File: src/rtl/sram_fill_writer_if.sv
`default_nettype none
// sram_fill_writer_if -- burst command, write-word stream and SRAM port bundle.
// Revision 1.0
interface sram_fill_writer_if #(
   parameter int ADDR_W = 8,
   parameter int DATA_W = 72
);
   logic              i_startValid;
   logic [ADDR_W-1:0] i_startAddr;
   logic [ADDR_W:0]   i_len;
   logic              o_startReady;
   logic              i_dataValid;
   logic [DATA_W-1:0] i_data;
   logic              o_dataReady;
   logic              i_readReq;
   logic              o_readGrant;
   logic              o_readEn;
   logic              o_writeEn;
   logic [ADDR_W-1:0] o_writeAddr;
   logic [DATA_W-1:0] o_writeData;
   logic              o_busy;
   logic              o_done;

   modport slave (
      input  i_startValid, i_startAddr, i_len, i_dataValid, i_data, i_readReq,
      output o_startReady, o_dataReady, o_readGrant, o_readEn, o_writeEn,
             o_writeAddr, o_writeData, o_busy, o_done
   );

   modport master (
      output i_startValid, i_startAddr, i_len, i_dataValid, i_data, i_readReq,
      input  o_startReady, o_dataReady, o_readGrant, o_readEn, o_writeEn,
             o_writeAddr, o_writeData, o_busy, o_done
   );
endinterface
`default_nettype wire

File: src/rtl/sram_fill_writer.sv
`default_nettype none
// sram_fill_writer -- burst write sequencer sharing one SRAM port with a read requester.
// Revision 1.0
module sram_fill_writer #(
   parameter int ADDR_W    = 8,
   parameter int DATA_W    = 72,
   parameter int STRIDE    = 1,
   parameter int MAX_STALL = 4
) (
   input logic               i_fire,
   input logic               rst,
   sram_fill_writer_if.slave bus
);
   typedef enum logic [1:0] {
      IDLE  = 2'd0,
      WRITE = 2'd1,
      DONE  = 2'd2
   } state_t;

   localparam logic [3:0]        STALL_LIMIT = 4'(MAX_STALL);
   localparam logic [ADDR_W-1:0] STEP        = ADDR_W'(STRIDE);
   localparam logic [ADDR_W:0]   ONE_BEAT    = (ADDR_W+1)'(1);

   state_t            state;
   state_t            state_next;
   logic [ADDR_W-1:0] addr;
   logic [ADDR_W:0]   remaining;
   logic [3:0]        starve;

   logic              write_block;
   logic              grant;
   logic              start_ready;
   logic              data_ready;
   logic              accept;
   logic              busy;

   logic              read_en;
   logic              write_en;
   logic [ADDR_W-1:0] write_addr;
   logic [DATA_W-1:0] write_data;
   logic              done;

   always_comb begin
      state_next  = state;
      start_ready = 1'b0;
      data_ready  = 1'b0;
      grant       = bus.i_readReq;
      busy        = 1'b0;
      accept      = 1'b0;
      // Once a pending word has lost MAX_STALL times in a row, the write wins.
      write_block = bus.i_readReq && (starve < STALL_LIMIT);
      case (state)
         IDLE: begin
            start_ready = 1'b1;
            if (bus.i_startValid) begin
               state_next = (bus.i_len == '0) ? DONE : WRITE;
            end
         end
         WRITE: begin
            busy       = 1'b1;
            grant      = write_block;
            data_ready = !write_block;
            accept     = bus.i_dataValid && !write_block;
            if (accept && (remaining == ONE_BEAT)) begin
               state_next = DONE;
            end
         end
         DONE: begin
            busy       = 1'b1;
            state_next = IDLE;
         end
         default: begin
            state_next = IDLE;
         end
      endcase
   end

   always_ff @(posedge i_fire) begin
      if (rst) begin
         state      <= IDLE;
         addr       <= '0;
         remaining  <= '0;
         starve     <= '0;
         read_en    <= 1'b0;
         write_en   <= 1'b0;
         write_addr <= '0;
         write_data <= '0;
         done       <= 1'b0;
      end else begin
         state    <= state_next;
         read_en  <= grant;
         write_en <= accept;
         done     <= (state_next == DONE);
         if (accept) begin
            write_addr <= addr;
            write_data <= bus.i_data;
         end
         case (state)
            IDLE: begin
               if (bus.i_startValid && (bus.i_len != '0)) begin
                  addr      <= bus.i_startAddr;
                  remaining <= bus.i_len;
                  starve    <= '0;
               end
            end
            WRITE: begin
               if (accept) begin
                  addr      <= addr + STEP;
                  remaining <= remaining - ONE_BEAT;
                  starve    <= '0;
               end else if (bus.i_dataValid && write_block) begin
                  // write_block implies starve < limit, so this saturates at the limit.
                  starve <= starve + 4'd1;
               end
            end
            default: begin
            end
         endcase
      end
   end

   assign bus.o_startReady = start_ready;
   assign bus.o_dataReady  = data_ready;
   assign bus.o_readGrant  = grant;
   assign bus.o_readEn     = read_en;
   assign bus.o_writeEn    = write_en;
   assign bus.o_writeAddr  = write_addr;
   assign bus.o_writeData  = write_data;
   assign bus.o_busy       = busy;
   assign bus.o_done       = done;
endmodule
`default_nettype wire

File: src/flat_wrapper.sv
// flat-port wrapper written by rule: the top's interface ports become plain ports
module sram_fill_writer_flat 
#(
   parameter int ADDR_W    = 8,
   parameter int DATA_W    = 72,
   parameter int STRIDE    = 1,
   parameter int MAX_STALL = 4
)
  (i_fire, rst, bus_i_startValid, bus_i_startAddr, bus_i_len, bus_i_dataValid, bus_i_data, bus_i_readReq, bus_o_startReady, bus_o_dataReady, bus_o_readGrant, bus_o_readEn, bus_o_writeEn, bus_o_writeAddr, bus_o_writeData, bus_o_busy, bus_o_done);
  sram_fill_writer_if #(.ADDR_W(ADDR_W), .DATA_W(DATA_W)) bus_i ();
  input logic i_fire;
  input logic rst;
  input wire logic [$bits(bus_i.i_startValid)-1:0] bus_i_startValid;
  input wire logic [$bits(bus_i.i_startAddr)-1:0] bus_i_startAddr;
  input wire logic [$bits(bus_i.i_len)-1:0] bus_i_len;
  input wire logic [$bits(bus_i.i_dataValid)-1:0] bus_i_dataValid;
  input wire logic [$bits(bus_i.i_data)-1:0] bus_i_data;
  input wire logic [$bits(bus_i.i_readReq)-1:0] bus_i_readReq;
  output wire logic [$bits(bus_i.o_startReady)-1:0] bus_o_startReady;
  output wire logic [$bits(bus_i.o_dataReady)-1:0] bus_o_dataReady;
  output wire logic [$bits(bus_i.o_readGrant)-1:0] bus_o_readGrant;
  output wire logic [$bits(bus_i.o_readEn)-1:0] bus_o_readEn;
  output wire logic [$bits(bus_i.o_writeEn)-1:0] bus_o_writeEn;
  output wire logic [$bits(bus_i.o_writeAddr)-1:0] bus_o_writeAddr;
  output wire logic [$bits(bus_i.o_writeData)-1:0] bus_o_writeData;
  output wire logic [$bits(bus_i.o_busy)-1:0] bus_o_busy;
  output wire logic [$bits(bus_i.o_done)-1:0] bus_o_done;
  assign bus_i.i_startValid = bus_i_startValid;
  assign bus_i.i_startAddr = bus_i_startAddr;
  assign bus_i.i_len = bus_i_len;
  assign bus_i.i_dataValid = bus_i_dataValid;
  assign bus_i.i_data = bus_i_data;
  assign bus_i.i_readReq = bus_i_readReq;
  assign bus_o_startReady = bus_i.o_startReady;
  assign bus_o_dataReady = bus_i.o_dataReady;
  assign bus_o_readGrant = bus_i.o_readGrant;
  assign bus_o_readEn = bus_i.o_readEn;
  assign bus_o_writeEn = bus_i.o_writeEn;
  assign bus_o_writeAddr = bus_i.o_writeAddr;
  assign bus_o_writeData = bus_i.o_writeData;
  assign bus_o_busy = bus_i.o_busy;
  assign bus_o_done = bus_i.o_done;
  sram_fill_writer #(.ADDR_W(ADDR_W), .DATA_W(DATA_W), .STRIDE(STRIDE), .MAX_STALL(MAX_STALL)) u_core (.i_fire(i_fire), .rst(rst), .bus(bus_i));
endmodule
File: config.mk
export PLATFORM = sky130hd
export DESIGN_NAME = sram_fill_writer_flat
export DESIGN_NICKNAME = d
export VERILOG_FILES = /design/src/rtl/sram_fill_writer_if.sv /design/src/rtl/sram_fill_writer.sv /design/src/flat_wrapper.sv
export SDC_FILE = /design/constraint.sdc
export NUM_CORES = 1
export LEC_CHECK = 0
export BUFFER_PORTS_ARGS = -buffer_cell sky130_fd_sc_hd__buf_4
export CAP_MARGIN = 10
export CELL_PAD_IN_SITES_DETAIL_PLACEMENT = 1
export CELL_PAD_IN_SITES_GLOBAL_PLACEMENT = 1
export CORE_MARGIN = 5
export CORE_UTILIZATION = 36
export CTS_CLUSTER_DIAMETER = 50
export DETAILED_ROUTE_END_ITERATION = 12
export GPL_ROUTABILITY_DRIVEN = 0
export GPL_TIMING_DRIVEN = 0
export PLACE_DENSITY = 0.88
export SLEW_MARGIN = 5
export SYNTH_ARGS = -nofsm -noshare
export SYNTH_HDL_FRONTEND = slang
export SYNTH_SLANG_ARGS = --single-unit
File: constraint.sdc
create_clock -name i_fire -period 6.06 [get_ports i_fire]
set_input_delay 0.909 -clock i_fire [delete_from_list [all_inputs] [get_ports i_fire]]
set_output_delay 0.909 -clock i_fire [all_outputs]
set_load 0.005 [all_outputs]
==> out/results.ini <==
[power_and_ir_drop]
intPower_mw = 1.15
pwr-share-seq = 0.471
p_switching_mw = 0.450
powerDensity_mw_per_mm2 = 255
p_clk_frac = 0.366
switching_share = 0.282
vdd_drop_max_v = 0.000133
p_leak_nw = 2.53
power_frac_comb = 0.162

[sta]
hold_ws_ns = 0.459
finalCritPeriodShare = 0.495
setup_tns_ns = 0
fin_skew_ns = 0.00969
rsz0062_at_grt = no
finalMaxSlewViolations = 0
fin_crit_ns = 3.00
hold_violations = 0
slew_headroom = 0.406
fmax_mhz = 333
finalSetupViolCount = 0
tightest_slew_ns = 0.886

[logic_synthesis]
synth_top_family_by_area = simple AND/OR/NAND/NOR gates
synth_top_area_share = 0.480
synth_seq_cells = 106
synth_xor_area_frac = 0
synth-edff-count = 0
synth_flop_cell = dfxtp_1
synthCells = 556
synth_fa_ha_area_frac = 0.0170
synth_largest_area_cell = dfxtp_1
yosysWarnings = 0
ys_types = 54
ys_seq_area_frac = 0.480
synth_compound_area_frac = 0.193
async_flop_share = 0
syn_area_per_cell_um2 = 7.96
syn_nets = 656
synthSimpleGateAreaFrac = 0.249
synth_common_cells = nand2_1 (176), dfxtp_1 (106), a21oi_1 (95), clkbuf_1 (34), nor4_1 (14)
synthMuxAreaShare = 0.0119
synth.area.top_cells = dfxtp_1 (48%), nand2_1 (15%), a21oi_1 (11%)
synth_most_common_cell = nand2_1
synth.cell_area_mm2 = 0.00442

[placed_design]
io_buffers = 179
post-dp-hpwl_um = 12800

[clocking]
clk_pin_slew_ns = 0.07
cts_tree = built
hold_buffers = 0
htreeDepth = 3
cts_setup_buffers = 0
cts-resized-gates = 0
numCtsBuffers = 9
cts.path.max_buffers = 2
cts_root_buf = clkbuf_16
clkLatencyLatePin_ns = 0.35
cts_sinks = 106

[worst_setup_path]
slowest_stage = clkbuf_1
critPathCapture = bus_o_readGrant
max_stage_delay_ns = 0.43
endpoint_kind = primary output
path_buf_inv = 5
critical_path_class = reg2out
crit_family = buffers and inverters
critPathLaunchType = flip-flop
r2r_slack_ns = 3.55
cp.depth = 8
cpMostUsedCell = inv_1
worst_r2r_endpoint = u_core.bus.o_writeData[31]
r2r-start = u_core.state[0]
worstPathRequired_ns = 5.15
crit_arrival_ns = 2.09
crit_start = u_core.state[1]
crit_fanout = 10
crit_chain = inv_1, ha_1, buf_2, inv_1, clkbuf_1, nor2_1, nor2b_1, buf_4
worstRegToRegCells = 7

[grt]
antenna_found_initial = 0
overflow = 0
grt_pass1_wl_um = 25200
grt_use_total = 0.215
grt_pass1_vias = 4987
grt_max_degree = 20

[drt]
drtPass1Iterations = 4
drtIter0Drc = 310
drc = 0
final_antenna_net_count = 0
wl_um = 16300
vias = 4810
wl_per_cell_um = 18.1
vias_per_cell = 5.36

[floorplanning]
die_h_um = 121
ios = 181
dieArea_mm2 = 0.0146
rows = 40
core_area_mm2 = 0.0120
start_util = 0.368
die_w_um = 121

[final_layout]
antenna_cells = 0
drive_gt1_frac = 0.280
syn2layout_area_growth_pct = 41.4
finish.net_count = 846
fill_cells = 1479

[min_path]
min_path_type = reg2reg
hold_depth = 2

[flow_run]
drv_cap = 0

[run_status]
status = complete, no violations

-- cell type report --
class	count	area [um2]	share of cell area
Buffer	40	176	0.0282
Clock buffer	10	239	0.0382
Clock inverter	6	61.3	0.00980
Inverter	11	41.3	0.00660
Multi-Input combinational cell	399	2090	0.334
Sequential cell	106	2120	0.339
Tap cell	147	184	0.0294
Timing Repair Buffer	179	1340	0.215
-- per-stage QoR --
stage / cell area (um2) / utilization / worst slack [ns] / cells / power [mW]
2_1_floorplan: 4420 / - / 3.43 / 556 / 0.897
3_3_place_gp: 5950 / 0.496 / 2.87 / 882 / 1.01
3_5_place_dp: 5960 / 0.496 / 3.16 / 882 / 1.03
4_1_cts: 6260 / 0.521 / 3.05 / 898 / 1.61
5_1_grt: 6260 / 0.521 / 2.92 / 898 / 1.66
6_report: 6260 / 0.521 / 3.06 / 898 / 1.60
-- sequential cells by signal (all words and copies together) (netlist names) --
name	count
u_core.bus.o_done	1
u_core.bus.o_writeData	72
u_core.bus.o_writeEn	1
u_core.bus.o_readEn	1
u_core.state	2
u_core.remaining	9
u_core.starve	4
u_core.addr	8
u_core.bus.o_writeAddr	8
-- how the worst min path moves through the flow --
stage	startpoint	endpoint	slack, ns
final	u_core.bus.o_writeData[64]	u_core.bus.o_writeData[64]	0.46
after global routing	u_core.bus.o_writeData[62]	u_core.bus.o_writeData[62]	0.48
after CTS	u_core.bus.o_writeData[47]	u_core.bus.o_writeData[47]	0.46
after detailed placement	u_core.bus.o_writeData[47]	u_core.bus.o_writeData[47]	0.45
after global placement	u_core.bus.o_writeData[6]	u_core.bus.o_writeData[6]	0.44
after floorplan	u_core.addr[7]	u_core.bus.o_writeAddr[7]	0.45
-- power groups by stage --
stage	clock network, mW	logic [mW]	registers (mW)
floorplan	0	0.136	0.761
CTS	0.596	0.260	0.751
detailed placement	0	0.259	0.768
global route	0.623	0.283	0.756
global placement	0	0.248	0.765
finish	0.584	0.259	0.752
-- cell usage in the layout (no fill, tap or decap), types with 7 or more instances in the layout --
cell type  instances
nor4_1            14
dfxtp_1          106
clkbuf_16          9
nand2_1          176
a21oi_1           95
buf_4            179
clkbuf_1          34
nor3_1             7
inv_1             11
o32ai_1            8
o21ai_0            9
nor2_1            12
-- cells by family after synthesis --
family,count (synthesis)
and+or+nand+nor,243
AOI/OAI and AO/OA,145
DFF,106
buffers and inverters,51
adders and majority gates,6
muxes,5
-- routing by layer --
layer / wire (um) / up-vias / global-route usage / share of wire
met2: 8130 / 180 / 0.391 / 0.50
met5: 0 / - / 0 / 0
met4: 291 / 0 / 0.0765 / 0.018
li1: - / 2311 / - / -
met3: 1240 / 19 / 0.0485 / 0.076
met1: 6590 / 2300 / 0.244 / 0.41
-- worst min-delay path, cell delays in order, from the launching register on --
cell	delay [ns]
dfxtp_1	0.31
nand2_1	0.05
a21oi_1	0.05
No activity file was read; power rests on OpenSTA's default activity.
